<file path="src/rtl/val2_seq_ctrl.sv">
// ============================================================================
//  Module   : val2_seq_ctrl
//  Purpose  : Multi-cycle Val2 (shifter operand) generator with busy/stall.
//  Config   : define VAL2_BARREL_EN for single-cycle barrel computation.
//  Revision : 1.0 - initial release
// ============================================================================
`default_nettype none

module val2_seq_ctrl #(
   parameter int WIDTH = 32
) (
   input  logic             clk,
   input  logic             rst,
   input  logic             start,
   input  logic             flush,
   input  logic [WIDTH-1:0] RMVal,
   input  logic             Imm,
   input  logic             LdOrStr,
   input  logic [11:0]      ShiftOperand,
   output logic [WIDTH-1:0] result,
   output logic             result_valid,
   output logic             busy
);

   typedef enum logic [1:0] {
      IDLE  = 2'd0,
      SHIFT = 2'd1,
      DONE  = 2'd2
   } state_t;

   typedef enum logic [2:0] {
      OP_LSL  = 3'd0,
      OP_LSR  = 3'd1,
      OP_ASR  = 3'd2,
      OP_ROR  = 3'd3,
      OP_ROR2 = 3'd4
   } op_t;

   state_t           state_q, state_d;
   op_t              op_q, op_d;
   logic [WIDTH-1:0] acc_q, acc_d;
   logic [WIDTH-1:0] result_q, result_d;
   logic [4:0]       cnt_q, cnt_d;
   logic             valid_q, valid_d;

   logic [WIDTH-1:0] base_w;
   logic [4:0]       amt_w;
   op_t              op_w;
   logic [WIDTH-1:0] load_acc_w;
   logic [4:0]       load_cnt_w;

   // LdOrStr outranks Imm; register-specified shifts degrade to a plain Rm pass.
   always_comb begin
      base_w = RMVal;
      amt_w  = 5'd0;
      op_w   = OP_LSL;
      if (LdOrStr) begin
         base_w = {{(WIDTH-12){1'b0}}, ShiftOperand};
      end else if (Imm) begin
         base_w = {{(WIDTH-8){1'b0}}, ShiftOperand[7:0]};
         amt_w  = {1'b0, ShiftOperand[11:8]};
         op_w   = OP_ROR2;
      end else if (!ShiftOperand[4]) begin
         amt_w = ShiftOperand[11:7];
         op_w  = op_t'({1'b0, ShiftOperand[6:5]});
      end
   end

   function automatic logic [WIDTH-1:0] step1(input logic [WIDTH-1:0] a, input op_t op);
      case (op)
         OP_LSL:  step1 = {a[WIDTH-2:0], 1'b0};
         OP_LSR:  step1 = {1'b0, a[WIDTH-1:1]};
         OP_ASR:  step1 = {a[WIDTH-1], a[WIDTH-1:1]};
         OP_ROR:  step1 = {a[0], a[WIDTH-1:1]};
         OP_ROR2: step1 = {a[1:0], a[WIDTH-1:2]};
         default: step1 = a;
      endcase
   endfunction

`ifdef VAL2_BARREL_EN
   function automatic logic [WIDTH-1:0] full_shift(input logic [WIDTH-1:0] a,
                                                    input op_t op, input logic [4:0] amt);
      logic [5:0] sh;
      sh = (op == OP_ROR2) ? {amt, 1'b0} : {1'b0, amt};
      case (op)
         OP_LSL:  full_shift = a << sh;
         OP_LSR:  full_shift = a >> sh;
         OP_ASR:  full_shift = $unsigned($signed(a) >>> sh);
         default: full_shift = (a >> sh) | (a << (6'(WIDTH) - sh));
      endcase
   endfunction

   assign load_acc_w = full_shift(base_w, op_w, amt_w);
   assign load_cnt_w = 5'd0;
`else
   assign load_acc_w = base_w;
   assign load_cnt_w = amt_w;
`endif

   always_comb begin
      state_d  = state_q;
      op_d     = op_q;
      acc_d    = acc_q;
      cnt_d    = cnt_q;
      result_d = result_q;
      valid_d  = 1'b0;
      case (state_q)
         IDLE: begin
            if (start && !flush) begin
               acc_d   = load_acc_w;
               cnt_d   = load_cnt_w;
               op_d    = op_w;
               state_d = SHIFT;
            end
         end
         SHIFT: begin
            if (flush) begin
               state_d = IDLE;
            end else if (cnt_q != 5'd0) begin
               acc_d = step1(acc_q, op_q);
               cnt_d = cnt_q - 5'd1;
            end else begin
               result_d = acc_q;
               valid_d  = 1'b1;
               state_d  = DONE;
            end
         end
         DONE:    state_d = IDLE;
         default: state_d = IDLE;
      endcase
   end

   always_ff @(posedge clk) begin
      if (rst) begin
         state_q  <= IDLE;
         op_q     <= OP_LSL;
         acc_q    <= '0;
         cnt_q    <= 5'd0;
         result_q <= '0;
         valid_q  <= 1'b0;
      end else begin
         state_q  <= state_d;
         op_q     <= op_d;
         acc_q    <= acc_d;
         cnt_q    <= cnt_d;
         result_q <= result_d;
         valid_q  <= valid_d;
      end
   end

   assign result       = result_q;
   assign result_valid = valid_q;
   assign busy         = (state_q != IDLE);

endmodule

`default_nettype wire

</file>
<file path="config.mk">
export PLATFORM = sky130hd
export DESIGN_NAME = val2_seq_ctrl
export DESIGN_NICKNAME = d
export VERILOG_FILES = /design/src/rtl/val2_seq_ctrl.sv
export SDC_FILE = /design/constraint.sdc
export NUM_CORES = 1
export LEC_CHECK = 0
export ABC_AREA = 1
export BUFFER_PORTS_ARGS = -buffer_cell sky130_fd_sc_hd__buf_2
export CAP_MARGIN = 20
export CORE_MARGIN = 3
export CORE_UTILIZATION = 48
export CTS_CLUSTER_DIAMETER = 50
export DETAILED_ROUTE_END_ITERATION = 16
export PLACE_DENSITY_LB_ADDON = 0.12
export SLEW_MARGIN = 20
export SYNTH_ARGS = -nofsm -noshare
export SYNTH_HDL_FRONTEND = slang
export SYNTH_SLANG_ARGS = --single-unit
</file>
<file path="constraint.sdc">
create_clock -name clk -period 1.9 [get_ports clk]
set_clock_uncertainty 0.2 [all_clocks]
set_input_delay 0.095 -clock clk [delete_from_list [all_inputs] [get_ports clk]]
set_output_delay 0.095 -clock clk [all_outputs]
set_load 0.01 [all_outputs]
</file>
Word level (Yosys, flattened, before mapping). Index checks and enable logic that the tools add are counted. W data, S select, Z words.

Register bits: 75. Word-level logic and storage cells: 59.

$add $sub $neg: 1. Equality and inequality tests: 12. Muxes and demuxes: 22. Bitwise gates (word level): 3. Reductions and logical operators: 14.

Operators by type and width (count): $mux W32 (5); $pmux W32 S5 (1); $pmux W32 S2 (1); $mux W5 (6); $pmux W5 S2 (1); $mux W2 (4); $ne A2 B2 Y1 const B (4); $eq A3 B2 Y1 const B (2); $mux W3 (2); $ne A6 B6 Y1 const B (1); $reduce_and A6 Y1 (1); $ne A5 B5 Y1 const B (1); $reduce_and A5 Y1 (1); $reduce_bool A5 Y1 (1); $sub A5 B1 Y5 const B (1); $pmux W2 S2 (1); $reduce_and A2 Y1 (2); $reduce_and A4 Y1 (1); $reduce_bool A2 Y1 (2); $eq A3 B1 Y1 const B (1); $eq A3 B3 Y1 const B (1); $logic_not A3 Y1 (1); $ne A3 B3 Y1 const B (1); $not A1 Y1 (3); 7 further kinds (7).

Logic depth before layout (Yosys ltp). Gate-level depths: netlist (run 1).

Depth in word-level cells: 5. Depth in mapped cells: 10. Mapped depth without buffers: 9.

Worst setup path before layout (run 1). No wires, ideal clock.

Path kind: register -> register. Start point: register cnt_q[0]. End point: register result_q[1] (netlist: result[1]). Library setup time: 116 ps. Data arrival time: 1265 ps. Required time: 1584 ps. Setup slack: 319 ps. Stages on the path, launching flop included: 10. Clock period less this slack: 1581 ps. Path through: dfxtp_1 -> inv_1 -> ha_1 -> nand3b_1 -> inv_1 -> nand2_1 -> inv_1 -> buf_4 -> nor2_1 -> nor2_1.

Cells in the longest elaborated chain, start to end: 3.

RTL lines: start: declaration (RTL line 43) `logic [4:0] cnt_q, cnt_d;`; start signal: assignment (RTL line 145) `cnt_q <= cnt_d;`; $reduce_bool A5 Y1 (RTL line 119) `end else if (cnt_q != 5'd0) begin`; $not A1 Y1 (no source line); $reduce_and A3 Y1 (no source line); end signal: assignment (RTL line 146) `result_q <= result_d;`; end: declaration (RTL line 42) `logic [WIDTH-1:0] result_q, result_d;`.

Every way passes these cells. A chain may end at the register's enable or synchronous reset.

Worst setup path after layout (run 1).
Start point: input port Imm. End point: register acc_q[30].

Cells in the longest elaborated chain, start to end: 4.

RTL lines: start: declaration (RTL line 17) `input logic Imm,`; $mux W32 (RTL line 59) `end else if (Imm) begin`; $mux W32 (RTL line 57) `if (LdOrStr) begin`; $mux W32 (RTL line 109) `if (start && !flush) begin`; $pmux W32 S2 (RTL line 107) `case (state_q)`; end signal: assignment (RTL line 137) `acc_q <= '0;`; end signal: assignment (RTL line 144) `acc_q <= acc_d;`; end: declaration (RTL line 41) `logic [WIDTH-1:0] acc_q, acc_d;`.

Every way passes these cells. The select of a mux whose other input is x is not followed.

==> results.py, run 1 <==
metrics = {
    "status": {
        "outcome": "complete, no violations",
    },
    "synthesis": {
        "synthMuxAreaShare": 0,
        "synth_simple_gate_area_share": 0.480,
        "synth_xor_xnor_area_share": 0,
        "synth-compound-area-share": 0.0739,
        "syn_area_um2": 4560,
        "synthAdderAreaFrac": 0.00275,
        "synth_top_family_by_area": "simple AND/OR/NAND/NOR gates",
        "syn_inst": 794,
        "synth_top_area_frac": 0.329,
        "netlist.top_cell.by_area": "dfxtp_1",
        "synth_seq_cells": 75,
        "synth_fp_nets": 845,
        "synth_commonest_cells": "nand2_1 (209), nor2_1 (199), nand3_1 (114)",
        "synth-edff-count": 0,
        "yosys.cell_count.top_type": "nand2_1",
        "ys.flop_type": "dfxtp_1",
        "synthTopCellsByArea": "dfxtp_1 (33%), nand2_1 (17%), nor2_1 (16%)",
        "avgSynthCellArea_um2": 5.74,
        "async_reset_ff_frac": 0,
        "synthDistinctLibCells": 22,
        "ys_seq_area_frac": 0.329,
        "yosysWarnings": 0,
    },
    "hold_path": {
        "hp-start": "ShiftOperand[9]",
        "hp-class": "in2reg",
    },
    "place": {
        "routabilityCongestion": 0.903,
        "port_buffers": 83,
        "hpwl_um": 8850,
    },
    "critical_path": {
        "crit_fanout": 20,
        "worstPathRequired_ps": 1990,
        "crit_type": "in2reg",
        "cpMaxStageDelayCell": "dlygate4sd3_1",
        "path_cells": "dlygate4sd3_1, buf_2, nor2_4, inv_2, nor2_2, buf_12, nand2_1, nand3_1, nor2_1, nor2_1",
        "endpoint_kind": "register",
        "path_common_cell": "nor2_1",
        "arrival_ps": 1880,
        "slowest_delay_ps": 530,
        "r2r-start": "cnt_q[0]$_SDFFE_PP0P_",
        "crit_path_start": "Imm",
        "startpoint_type": "primary input",
    },
    "route": {
        "routed_wl_um": 13000,
        "drtIter0Drc": 447,
        "ant_nets": 0,
        "avgViaCountPerCell": 5.05,
        "vias": 5216,
        "dr.pass1.iters": 6,
        "wl_per_cell_um": 12.6,
        "drcViolationCount": 0,
    },
    "finish": {
        "ff_latch_area_um2": 1500,
        "fillers": 847,
        "layout-drive-gt1-share": 0.158,
        "diodes": 0,
        "area_growth_pct": 25.9,
        "fin_nets": 953,
        "fin_util": 0.639,
        "multiInputGateArea_um2": 2540,
    },
    "sta": {
        "slew_viol_final": 0,
        "fin_crit_ps": 1790,
        "tightest_slew_ps": 293,
        "rsz0062_at_grt": "false",
        "period_share": 0.943,
        "finalSetupViolations": 0,
        "tns_ps": 0,
        "max_freq_mhz": 558,
        "slew_headroom": 0.803,
        "hold_violations": 0,
        "hold_ws_ps": 7.84,
    },
    "clock_tree": {
        "htree_levels": 3,
        "clkTransAtPathRegs_ps": 80,
        "clock-root-buffer": "clkbuf_8",
        "clk_latency_ps": 350,
        "cts_tree": "yes",
        "postCtsSetupBuffers": 0,
        "cts_made_buffers": 9,
        "clock_path_buffers": 2,
        "cts_num_sinks": 75,
    },
    "power": {
        "p_int_uw": 2900,
        "p_sw_uw": 1320,
        "p_leak_uw": 0.00290,
        "swShare": 0.312,
        "p_seq_frac": 0.419,
        "p_comb_frac": 0.240,
        "p_clk_frac": 0.340,
        "vdd_drop_max_uv": 473,
        "power.density_nw_per_um2": 734,
    },
    "die": {
        "core_area_um2": 8980,
        "die_y_um": 103,
        "die_x_um": 103,
        "die-area_um2": 10700,
        "ios": 84,
        "start_util": 0.508,
        "fp-row-count": 34,
    },
    "grt": {
        "overflow": 0,
        "grt_pass1_wl_um": 21400,
        "grt_max_degree": 72,
        "grt_use_total": 0.247,
        "antenna_found_initial": 0,
        "grt_pass1_vias": 4689,
    },
    "flow_run": {
        "max_cap_viol_count": 0,
    },
}
-- cell usage in the layout, fill, tap and decap left out, types with 2 or more instances in the layout --
cell type,count
nor2_4,4
a21oi_1,12
nand3_1,114
inv_2,4
buf_4,24
buf_12,5
nand2_1,208
dfxtp_1,74
buf_2,83
inv_1,67
clkbuf_8,11
a22oi_1,3
nor2_1,198
bufinv_16,2
dlygate4sd3_1,33
nor2_2,2
nand3b_1,2
o21ai_1,4
o21ai_0,44
nand2_2,3
-- final cells by class --
| cell class | count | share of cell area |
|---|---|---|
| clock buffer | 12 | 0.0270 |
| clock inverter | 4 | 0.0126 |
| inverter | 72 | 0.0471 |
| multi-input combinational | 598 | 0.443 |
| sequential | 75 | 0.262 |
| tap | 126 | 0.0275 |
| timing repair buffer | 146 | 0.181 |
-- sequential cells by signal (all words and copies together), names as in the netlist --
name / count
acc_q: 32
result: 32
cnt_q: 5
op_q: 3
state_q: 2
result_valid: 1
-- power by group through the flow --
stage | Clock [uW] | Combinational, uW | Sequential (uW)
2_1_floorplan | 0 | 668 | 1780
3_3_place_gp | 0 | 926 | 1800
3_5_place_dp | 0 | 944 | 1800
4_1_cts | 1450 | 999 | 1760
5_1_grt | 1510 | 1150 | 1780
6_report | 1430 | 1010 | 1770
-- worst max-delay path, delay by kind of cell --
| kind | cells | cell delay, ps |
|---|---|---|
| buffers and inverters | 4 | 1040 |
| AND/OR/NAND/NOR | 6 | 740 |
-- cell families (layout without fill, tap and decap cells) --
kind of cell,Yosys count,count (layout)
and+or+nand+nor,532,532
buffers and inverters,121,234
DFF,75,75
AOI/OAI and AO/OA,65,65
adders and majority gates,1,1
-- stage by stage --
stage	total power (uW)	instances	instance area [um2]	setup slack, ps
2_1_floorplan	2450	794	4560	319
3_3_place_gp	2720	984	5170	178
3_5_place_dp	2740	984	5170	128
4_1_cts	4210	1033	5730	92.0
5_1_grt	4440	1033	5740	4.52
6_report	4210	1033	5740	109
-- layer usage --
layer | GRT usage | vias up | routed length (um)
li1 | - | 2685 | -
met1 | 0.357 | 2320 | 6260
met2 | 0.379 | 199 | 5800
met3 | 0.0409 | 12 | 800
met4 | 0.0687 | 0 | 123
met5 | 0 | - | 0
-- what timing repair did --
action	CTS	global route
gates resized for setup	0	8
hold buffers	33	0
endpoints found under the setup margin	0	26
endpoints found under the hold margin	31	0
-- path summary, 6_finish.rpt --
path                              to  slack (ps)  cells after the start
max reg2reg    acc_q[9]$_SDFFE_PP0P_         140                     10
min            cnt_q[2]$_SDFFE_PP0P_           8                      5
max           acc_q[30]$_SDFFE_PP0P_         110                     10
min reg2reg  result[24]$_SDFFE_PP0P_         280                      2
Power figures use the tool's default switching activity.
==> run 2: changes to the inputs <==
--- a/config.mk
+++ b/config.mk
@@ -5,7 +5,6 @@
 export SDC_FILE = /design/constraint.sdc
 export NUM_CORES = 1
 export LEC_CHECK = 0
-export ABC_AREA = 1
 export BUFFER_PORTS_ARGS = -buffer_cell sky130_fd_sc_hd__buf_2
 export CAP_MARGIN = 20
 export CORE_MARGIN = 3
==> constraint.sdc (replaced) <==
create_clock -name clk -period 1.5 [get_ports clk]
set_clock_uncertainty 0.2 [all_clocks]
set_input_delay 0.075 -clock clk [delete_from_list [all_inputs] [get_ports clk]]
set_output_delay 0.075 -clock clk [all_outputs]
set_load 0.01 [all_outputs]
==> run 2 against run 1 <==
Compared with the run above: the flow now finishes with violations (negative hold slack, negative setup slack); die area is 9.8% lower; sequential power grew 23%; register-to-register slack got worse by 680 ps; synthesized area shrank 10%; total power rose by 23%; routed wire length rose by 16%.
==> results.py, run 2 <==
metrics = {
    "status": {
        "outcome": "complete, but fails checks",
        "violations": "negative hold slack, negative setup slack",
    },
    "synthesis": {
        "synth_xor_xnor_area_share": 0,
        "synthDistinctLibCells": 52,
        "synthMuxAreaShare": 0.0227,
        "synth_seq_cells": 75,
        "synth-edff-count": 0,
        "synth_simple_gate_area_share": 0.206,
        "syn_area_um2": 4090,
        "synthAdderAreaFrac": 0.00306,
        "synth_commonest_cells": "nand2_1 (107), dfxtp_1 (75), a21oi_1 (60)",
        "synth_fp_nets": 576,
        "netlist.top_cell.by_area": "dfxtp_1",
        "synthTopCellsByArea": "dfxtp_1 (37%), nand2_1 (9.8%), a21oi_1 (7.4%)",
        "synth-compound-area-share": 0.345,
        "yosys.cell_count.top_type": "nand2_1",
        "yosysWarnings": 0,
        "synth_top_area_frac": 0.368,
        "ys_seq_area_frac": 0.368,
        "synth_top_family_by_area": "compound AO/OA/AOI/OAI gates",
        "ys.flop_type": "dfxtp_1",
        "syn_inst": 525,
        "avgSynthCellArea_um2": 7.78,
        "async_reset_ff_frac": 0,
    },
    "sta": {
        "hold_violations": 1,
        "period_share": 1.36,
        "finalSetupViolations": 75,
        "fin_crit_ps": 2040,
        "fin_ws_ps": -542,
        "slew_headroom": 0.635,
        "max_freq_mhz": 490,
        "hold_ws_ps": -0.920,
        "rsz0062_at_grt": "true",
        "slew_viol_final": 0,
        "tightest_slew_ps": 540,
        "tns_ps": -34720,
    },
    "finish": {
        "fin_util": 0.762,
        "final_cell_mix": "nand2_1 (89), buf_2 (82), dfxtp_1 (72)",
        "fin_nets": 735,
        "final_cells": 794,
        "final_common_cell": "nand2_1",
        "diodes": 0,
        "area_growth_pct": 54.1,
        "layout-drive-gt1-share": 0.417,
    },
    "grt": {
        "overflow": 0,
        "grt_use_total": 0.295,
        "antenna_found_initial": 1,
        "grt_pass1_wl_um": 23200,
        "grt_pass1_vias": 4705,
        "grt_max_degree": 34,
    },
    "route": {
        "vias": 4951,
        "drtIter0Drc": 428,
        "drcViolationCount": 0,
        "routed_wl_um": 15100,
        "ant_nets": 0,
        "avgViaCountPerCell": 6.24,
        "wl_per_cell_um": 19.0,
        "dr.pass1.iters": 5,
    },
    "power": {
        "p_total_uw": 5190,
        "vdd_drop_max_uv": 568,
        "power.density_nw_per_um2": 824,
        "p_leak_uw": 0.00249,
    },
    "critical_path": {
        "rrSetupSlack_ps": -540,
        "crit_type": "reg2reg",
        "endpoint_kind": "register",
        "startpoint_type": "register",
        "worstPathRequired_ps": 1540,
        "crit_fanout": 10,
        "arrival_ps": 2080,
    },
    "clock_tree": {
        "cts_num_sinks": 75,
        "cts_made_buffers": 9,
        "clk_latency_ps": 350,
        "clock_path_buffers": 2,
        "clock-root-buffer": "clkbuf_8",
        "htree_levels": 3,
        "cts_tree": "yes",
        "clkTransAtPathRegs_ps": 80,
    },
    "flow_run": {
        "max_cap_viol_count": 0,
    },
    "place": {
        "hpwl_um": 9330,
        "routabilityCongestion": 0.923,
        "pre_cts_slack_ps": -612,
        "port_buffers": 83,
        "post-place-cells": 734,
    },
    "die": {
        "die_y_um": 98.3,
        "ios": 84,
        "core_area_um2": 8260,
        "die_x_um": 98.3,
        "start_util": 0.495,
        "fp-row-count": 33,
        "die-area_um2": 9650,
    },
    "hold_path": {
        "hp-class": "in2reg",
    },
}
-- run 2: changes by cell type after synthesis, moves of 11 or more --
cell	change
a21oi_1	+48
inv_1	-64
o21ai_0	-28
nand2_1	-102
nand2b_1	+12
a21o_1	+11
a311oi_1	+19
buf_2	-16
a211oi_1	+15
clkbuf_1	+26
nand3_1	-109
nor2_1	-173
-- run 2: layout make-up --
type	count	area, um2
well taps	105	131
clock inverters	6	113
inverters	3	11.3
clock buffers	10	128
fillers	593	1960
repair buffers	202	1590
multi-input cells	393	2820
flip-flops and latches	75	1510
-- run 2: final timing paths --
check	startpoint	to	cells past startpoint
max	state_q[0]$_SDFFE_PP0P_	acc_q[10]$_SDFFE_PP0P_	6
min	ShiftOperand[10]	cnt_q[2]$_SDFFE_PP0P_	5
max reg2reg	state_q[0]$_SDFFE_PP0P_	acc_q[10]$_SDFFE_PP0P_	6
min reg2reg	result[11]$_SDFFE_PP0P_	result[11]$_SDFFE_PP0P_	2
-- run 2: critical path: stages, from the launching register on --
cell and delay (ps):
dfxtp_2 330, or4b_4 520, o31a_1 190, buf_12 170, nor2_4 230, clkbuf_16 220, o22ai_1 70
-- run 2: power by group --
group / switching, uW / internal [uW] / total, uW
logic: 548 / 528 / 1080
clock network: 823 / 1110 / 1940
registers: 103 / 2070 / 2170
total: 1470 / 3710 / 5190
-- run 2: timing repair --
| action | in CTS | in global routing |
|---|---|---|
| endpoints found under the hold margin | 26 | 0 |
| setup endpoints to repair | 76 | 75 |
| buffers inserted | 9 | 3 |
| gates resized for setup | 57 | 69 |
| pin swaps | 16 | 29 |
| gates cloned | 5 | 2 |
| hold buffers | 27 | 0 |
-- run 2: layer usage --
layer	vias to the layer above	track usage	wire length, um
met3	36	0.0493	1330
met2	272	0.473	7180
met5	-	0	13
met1	2374	0.411	6330
met4	2	0.0840	251
li1	2267	-	-
-- run 2: cell families (layout without fill, tap and decap cells) --
logic type	count (synthesis)	in the layout
buf+inv	57	221
fa+ha+maj	1	1
simple gates	182	182
flops	75	75
mux	9	9
compound gates	201	201
-- run 2: metrics by stage --
step,hold slack [ps],area (um2)
detailed placement,151,5130
floorplan,23.3,4200
CTS,0.590,6020
global route,33.8,6300
global placement,148,5130
finish,-0.920,6300
